[src/rtl/mcycle_issuer.sv]
// mcycle_issuer: Execute-stage requester for the multi-cycle mul/div unit.
// Ports: CLK/RESET; req_valid/req_funct3/req_rs1/req_rs2/kill from the
// pipeline; stall/result/result_valid back to it; mc_start/mc_op/mc_op1/
// mc_op2 to the unit, mc_result1/mc_result2/mc_busy from it.
// Option: MCYCLE_RESULT_REUSE_EN caches the last completed unit transaction.
module mcycle_issuer #(
  parameter int width = 32
) (
  input  logic             CLK,
  input  logic             RESET,
  input  logic             req_valid,
  input  logic [2:0]       req_funct3,
  input  logic [width-1:0] req_rs1,
  input  logic [width-1:0] req_rs2,
  input  logic             kill,
  output logic             stall,
  output logic [width-1:0] result,
  output logic             result_valid,
  output logic             mc_start,
  output logic [1:0]       mc_op,
  output logic [width-1:0] mc_op1,
  output logic [width-1:0] mc_op2,
  input  logic [width-1:0] mc_result1,
  input  logic [width-1:0] mc_result2,
  input  logic             mc_busy
);

  localparam logic [width-1:0] SMIN =
    {1'b1, {(width-1){1'b0}}};

  typedef enum logic [2:0] {
    IDLE, ISSUE, WAIT, DRAIN, DONE
  } state_t;

  state_t     state;
  logic [2:0] f3_q;
  logic       rv_q;

  function automatic logic [1:0] op_of(
    input logic [2:0] f
  );
    logic [1:0] o;
    unique case (f)
      3'b001:         o = 2'b00;
      3'b100, 3'b110: o = 2'b10;
      3'b101, 3'b111: o = 2'b11;
      default:        o = 2'b01;
    endcase
    return o;
  endfunction

  // MULHSU runs as an unsigned multiply; a negative rs1 was
  // treated as rs1 + 2^32, so rs2 is taken back off the MSW.
  function automatic logic [width-1:0] pick(
    input logic [2:0]       f,
    input logic [width-1:0] a,
    input logic [width-1:0] b,
    input logic [width-1:0] r1,
    input logic [width-1:0] r2
  );
    logic [width-1:0] r;
    unique case (1'b1)
      (f == 3'b000),
      (f[2:1] == 2'b10): r = r1;
      (f == 3'b010):
        r = r2 - (a[width-1] ? b : '0);
      default:           r = r2;
    endcase
    return r;
  endfunction

  logic             dz;
  logic             ovf;
  logic             special;
  logic             hit;
  logic [1:0]       req_op;
  logic [width-1:0] spec_res;
  logic [width-1:0] hit_res;

  always_comb begin
    req_op  = op_of(req_funct3);
    dz      = req_funct3[2] & (req_rs2 == '0);
    ovf     = req_funct3[2] & ~req_funct3[0] &
              (req_rs1 == SMIN) & (req_rs2 == '1);
    special = dz | ovf;
    if (dz)
      spec_res = req_funct3[1] ? req_rs1 : '1;
    else
      spec_res = req_funct3[1] ? '0 : SMIN;
  end

`ifdef MCYCLE_RESULT_REUSE_EN
  logic             c_vld;
  logic [1:0]       c_op;
  logic [width-1:0] c_a;
  logic [width-1:0] c_b;
  logic [width-1:0] c_r1;
  logic [width-1:0] c_r2;

  assign hit = c_vld & (c_op == req_op) &
               (c_a == req_rs1) & (c_b == req_rs2);
  assign hit_res = pick(req_funct3, req_rs1,
                        req_rs2, c_r1, c_r2);

  always_ff @(posedge CLK or posedge RESET) begin
    if (RESET) begin
      c_vld <= 1'b0;
      c_op  <= '0;
      c_a   <= '0;
      c_b   <= '0;
      c_r1  <= '0;
      c_r2  <= '0;
    end else if (kill &&
                 (state == ISSUE || state == WAIT)) begin
      c_vld <= 1'b0;
    end else if (state == WAIT && !mc_busy) begin
      c_vld <= 1'b1;
      c_op  <= mc_op;
      c_a   <= mc_op1;
      c_b   <= mc_op2;
      c_r1  <= mc_result1;
      c_r2  <= mc_result2;
    end
  end
`else
  assign hit     = 1'b0;
  assign hit_res = '0;
`endif

  always_ff @(posedge CLK or posedge RESET) begin
    if (RESET) begin
      state    <= IDLE;
      f3_q     <= '0;
      rv_q     <= 1'b0;
      result   <= '0;
      mc_start <= 1'b0;
      mc_op    <= '0;
      mc_op1   <= '0;
      mc_op2   <= '0;
    end else begin
      mc_start <= 1'b0;
      rv_q     <= 1'b0;
      unique case (state)
        IDLE: begin
          if (req_valid && !kill) begin
            f3_q <= req_funct3;
            if (special) begin
              result <= spec_res;
              rv_q   <= 1'b1;
              state  <= DONE;
            end else if (hit) begin
              result <= hit_res;
              rv_q   <= 1'b1;
              state  <= DONE;
            end else begin
              mc_op    <= req_op;
              mc_op1   <= req_rs1;
              mc_op2   <= req_rs2;
              mc_start <= 1'b1;
              state    <= ISSUE;
            end
          end
        end
        ISSUE: state <= kill ? DRAIN : WAIT;
        WAIT: begin
          if (kill) begin
            state <= DRAIN;
          end else if (!mc_busy) begin
            result <= pick(f3_q, mc_op1, mc_op2,
                           mc_result1, mc_result2);
            rv_q   <= 1'b1;
            state  <= DONE;
          end
        end
        // The unit cannot be aborted; let it finish.
        DRAIN: if (!mc_busy) state <= IDLE;
        DONE:  state <= IDLE;
        default: state <= IDLE;
      endcase
    end
  end

  assign result_valid = rv_q & ~kill;
  assign stall = req_valid & ~kill & (state != DONE);

endmodule

[config.mk]
export PLATFORM = sky130hd
export DESIGN_NAME = mcycle_issuer
export DESIGN_NICKNAME = d
export VERILOG_FILES = /design/src/rtl/mcycle_issuer.sv
export SDC_FILE = /design/constraint.sdc
export NUM_CORES = 1
export LEC_CHECK = 0
export CORE_ASPECT_RATIO = 1.1
export CORE_MARGIN = 1
export CORE_UTILIZATION = 50
export CTS_BUF_LIST = sky130_fd_sc_hd__clkbuf_8
export CTS_CLUSTER_DIAMETER = 50
export DETAILED_ROUTE_END_ITERATION = 12
export PLACE_DENSITY = 0.87
export SLEW_MARGIN = 25
export SYNTH_ARGS = -nofsm -noshare
export SYNTH_HDL_FRONTEND = slang
export SYNTH_SLANG_ARGS = --single-unit
export TNS_END_PERCENT = 50
[constraint.sdc]
create_clock -name CLK -period 9.16 [get_ports CLK]
set_input_delay 2.748 -clock CLK [delete_from_list [all_inputs] [get_ports CLK]]
set_output_delay 2.748 -clock CLK [all_outputs]
set_load 0.02 [all_outputs]
==> flow_summary_export.csv <==
group,metric,value,unit
status,status,"finished, final reports clean",
pwr,p_per_area,324,mW/mm2
finish,drive_gt1_share,11.3,%
sta,fin_crit,6.99,ns
floorplanning,die-area,0.0144,mm2
routing,vias,7040,
finish,multiInputGateArea,0.00410,mm2
floorplanning,coreArea,0.0134,mm2
grt,antenna_found_initial,1,
floorplanning,die_w,115,um
setup_path,cp.arrival,4.24,ns
grt,grt_pass1_wl,36.5,mm
clock_tree,root_buffer,"clkbuf_8",
sta,slew_headroom,26.7,%
sta,worst_slew_pin_slew,1.10,ns
synthesis,synth_flop_cell,"dfrtp_1",
grt,grt_use_total,33.2,%
setup_path,crit_type,"in2out",
sta,setup_viol,0,
synthesis,syn_inst,731,
clock_tree,clkTransAtPathRegs,0.11,ns
finish,fillers,1063,
routing,drt-pass1-iter-count,7,
worst_hold_path,min_path_type,"reg2reg",
finish,utilization,71.7,%
clock_tree,post-cts-setup-buffers,0,
synthesis,ys_ff_latch,106,
grt,grt_pass1_vias,6792,
floorplanning,io-pin-count,237,
clock_tree,htreeDepth,3,
synthesis,synthArstFlopShare,100,%
setup_path,required,6.41,ns
finish,area_delta_synth_final,38.0,%
placed_design,port_buffers,236,
routing,final_antenna_net_count,0,
setup_path,startpoint_type,"input pin",
routing,wl_per_cell,20.9,um
setup_path,crit_fanout,7,
job,drv_cap,0,
synthesis,netlist_area,0.00698,mm2
sta,tns,0,ns
sta,max_freq,143,MHz
sta,hold_violations,0,
finish,nets,1121,
clock_tree,cts_buffers,9,
routing,first_iter_violations,611,
sta,rsz0062_at_grt,"false",
floorplanning,rows,44,
pwr,p_total,3.12,mW
synthesis,ys.warnings.count,0,
sta,finalClockSkew,0.0113,ns
setup_path,regToRegStartpoint,"mc_op1[31]",
clock_tree,cts_tree,"built",
setup_path,r2r-end,"result[30]",
setup_path,regToRegSetupSlack,5.13,ns
worst_hold_path,min_to,"result[17]",
setup_path,cp-end-kind,"primary output",
synthesis,synth_nets,907,
placed_design,gp_congestion,0.977,
routing,drc,0,
worst_hold_path,hold_depth,2,
pwr,irDropWorstVdd,0.000152,V
worst_hold_path,hold_path_startpoint,"result[17]",
routing,avgViaCountPerCell,6.20,
sta,slew_violations,0,
clock_tree,cts-resized-gates,0,
clock_tree,clk_latency,0.40,ns
grt,grt_max_degree,72,
floorplanning,start_util,52.0,%
routing,drt-total-wl,23.7,mm
clock_tree,clk_path_buf_depth,2,
clock_tree,cts_hold_buf,0,
floorplanning,die_h,126,um
sta,post-route-period-util,76.3,%
finish,regArea,0.00265,mm2
synthesis,seq_area_frac_synth,38.0,%
placed_design,place.detailed.hpwl,18.2,mm
pwr,p_leak,3.89,nW
setup_path,reg2regPathDepth,13,
synthesis,syn_avg_cell_area,9.55,um2
clock_tree,cts_sinks,106,
synthesis,synth_cell_types,66,
synthesis,synth_edf_count,0,
grt,grt_overflow,0,
[Yosys cell counts (4+ instances only)]
cell type	n	area, um2
ha_1	39	488
a222oi_1	8	80.1
nand2b_1	9	56.3
dfrtp_1	106	2650
nor3_1	9	45.0
and2_1	4	25.0
mux2i_1	5	50.1
a21oi_1	45	225
o221ai_1	5	43.8
o211ai_1	4	30.0
a311oi_1	4	35.0
a21o_1	17	128
or3_1	4	25.0
nor2b_1	6	37.5
xor2_1	12	105
nand4_1	12	75.1
a221oi_1	14	123
buf_2	4	20.0
xnor2_1	13	114
mux2_2	76	856
a31oi_1	11	68.8
inv_1	11	41.3
nor4_1	20	125
o21a_1	6	45.0
and3_1	11	68.8
o21ai_0	62	310
nand3_1	7	35.0
a211oi_1	5	37.5
nor2_1	38	143
clkbuf_1	29	109
nand2_1	82	308
[how the worst max path moves through the flow]
stage,startpoint,endpoint,slack [ns]
2_1_floorplan,kill,stall,3.17
3_3_place_gp,kill,stall,2.22
6_report,kill,stall,2.17
3_5_place_dp,kill,stall,2.19
5_1_grt,kill,stall,2.12
4_1_cts,kill,stall,2.18
[cell type report]
class / instances / area share (%)
tap: 184 / 2.39
clock inverter: 7 / 0.624
inverter: 11 / 0.455
multi-input combinational: 574 / 42.6
timing repair buffer: 243 / 25.1
antenna: 1 / 0.0260
sequential: 106 / 27.5
clock buffer: 9 / 1.29
[metal layers]
metal	global-route usage [%]	vias to the layer above	part of all wire, %
met5	0	-	0
met4	18.1	0	4.7
met3	5.92	65	8.8
met2	54.7	383	47
met1	41.3	3399	39
li1	-	3193	-
[power by group]
part	internal, mW	total (mW)	switching (mW)	leakage [nW]
registers	0.687	0.855	0.168	1.31
clock network	0.104	0.287	0.183	0.0951
logic	0.911	1.98	1.07	2.49
[registers in the layout, indices dropped and copies added (netlist names)]
register  count
f3_q          3
mc_op         2
mc_op1       32
mc_op2       32
mc_start      1
result       32
rv_q          1
state         3
[placed cells by master, fill, tap and decap left out, types with 3 or more instances in the layout]
| cell | instances |
|---|---|
| nor4_1 | 20 |
| xor2_1 | 12 |
| mux2_2 | 76 |
| and3_1 | 11 |
| nand4_1 | 12 |
| o211ai_1 | 4 |
| clkdlybuf4s50_1 | 236 |
| and2_1 | 4 |
| mux2i_1 | 5 |
| o221ai_1 | 5 |
| or3_1 | 4 |
| o21a_1 | 6 |
| buf_4 | 7 |
| nand2_1 | 82 |
| a221oi_1 | 14 |
| a21o_1 | 17 |
| o21ai_0 | 62 |
| o22ai_1 | 3 |
| o21bai_1 | 3 |
| a311oi_1 | 4 |
| nand2b_1 | 9 |
| a222oi_1 | 8 |
| clkbuf_8 | 9 |
| nand3_1 | 7 |
| a211oi_1 | 5 |
| or4_1 | 3 |
| nor2_1 | 37 |
| ha_1 | 39 |
| nor2b_1 | 6 |
| o31a_1 | 3 |
| a31oi_1 | 11 |
| nor3_1 | 8 |
| xnor2_1 | 13 |
| inv_1 | 11 |
| a21oi_1 | 45 |
| dfrtp_1 | 106 |
[through the flow]
stage | instances | hold WS (ns) | setup slack [ns] | instance area [um2]
5_1_grt | 1135 | 0.532 | 2.12 | 9630
4_1_cts | 1134 | 0.499 | 2.18 | 9630
2_1_floorplan | 731 | 0.468 | 3.17 | 6980
3_5_place_dp | 1118 | 0.473 | 2.19 | 9440
3_3_place_gp | 1118 | 0.462 | 2.22 | 9440
6_report | 1135 | 0.499 | 2.17 | 9630
[critical path, cell delays in order]
cell and delay [ns]:
clkdlybuf4s50_1 0.52, nand2b_1 0.23, a21oi_1 0.13, clkdlybuf4s50_1 0.62
[cell families after synthesis]
group           Yosys count  synth area share (%)
compound gates          213                  20.2
simple gates            215                  15.0
xor+xnor                 25                  3.14
flops                   106                  38.0
mux                      81                  13.0
buf+inv                  51                  3.41
fa+ha+maj                40                  7.28
No activity file was read; power rests on OpenSTA's default activity.
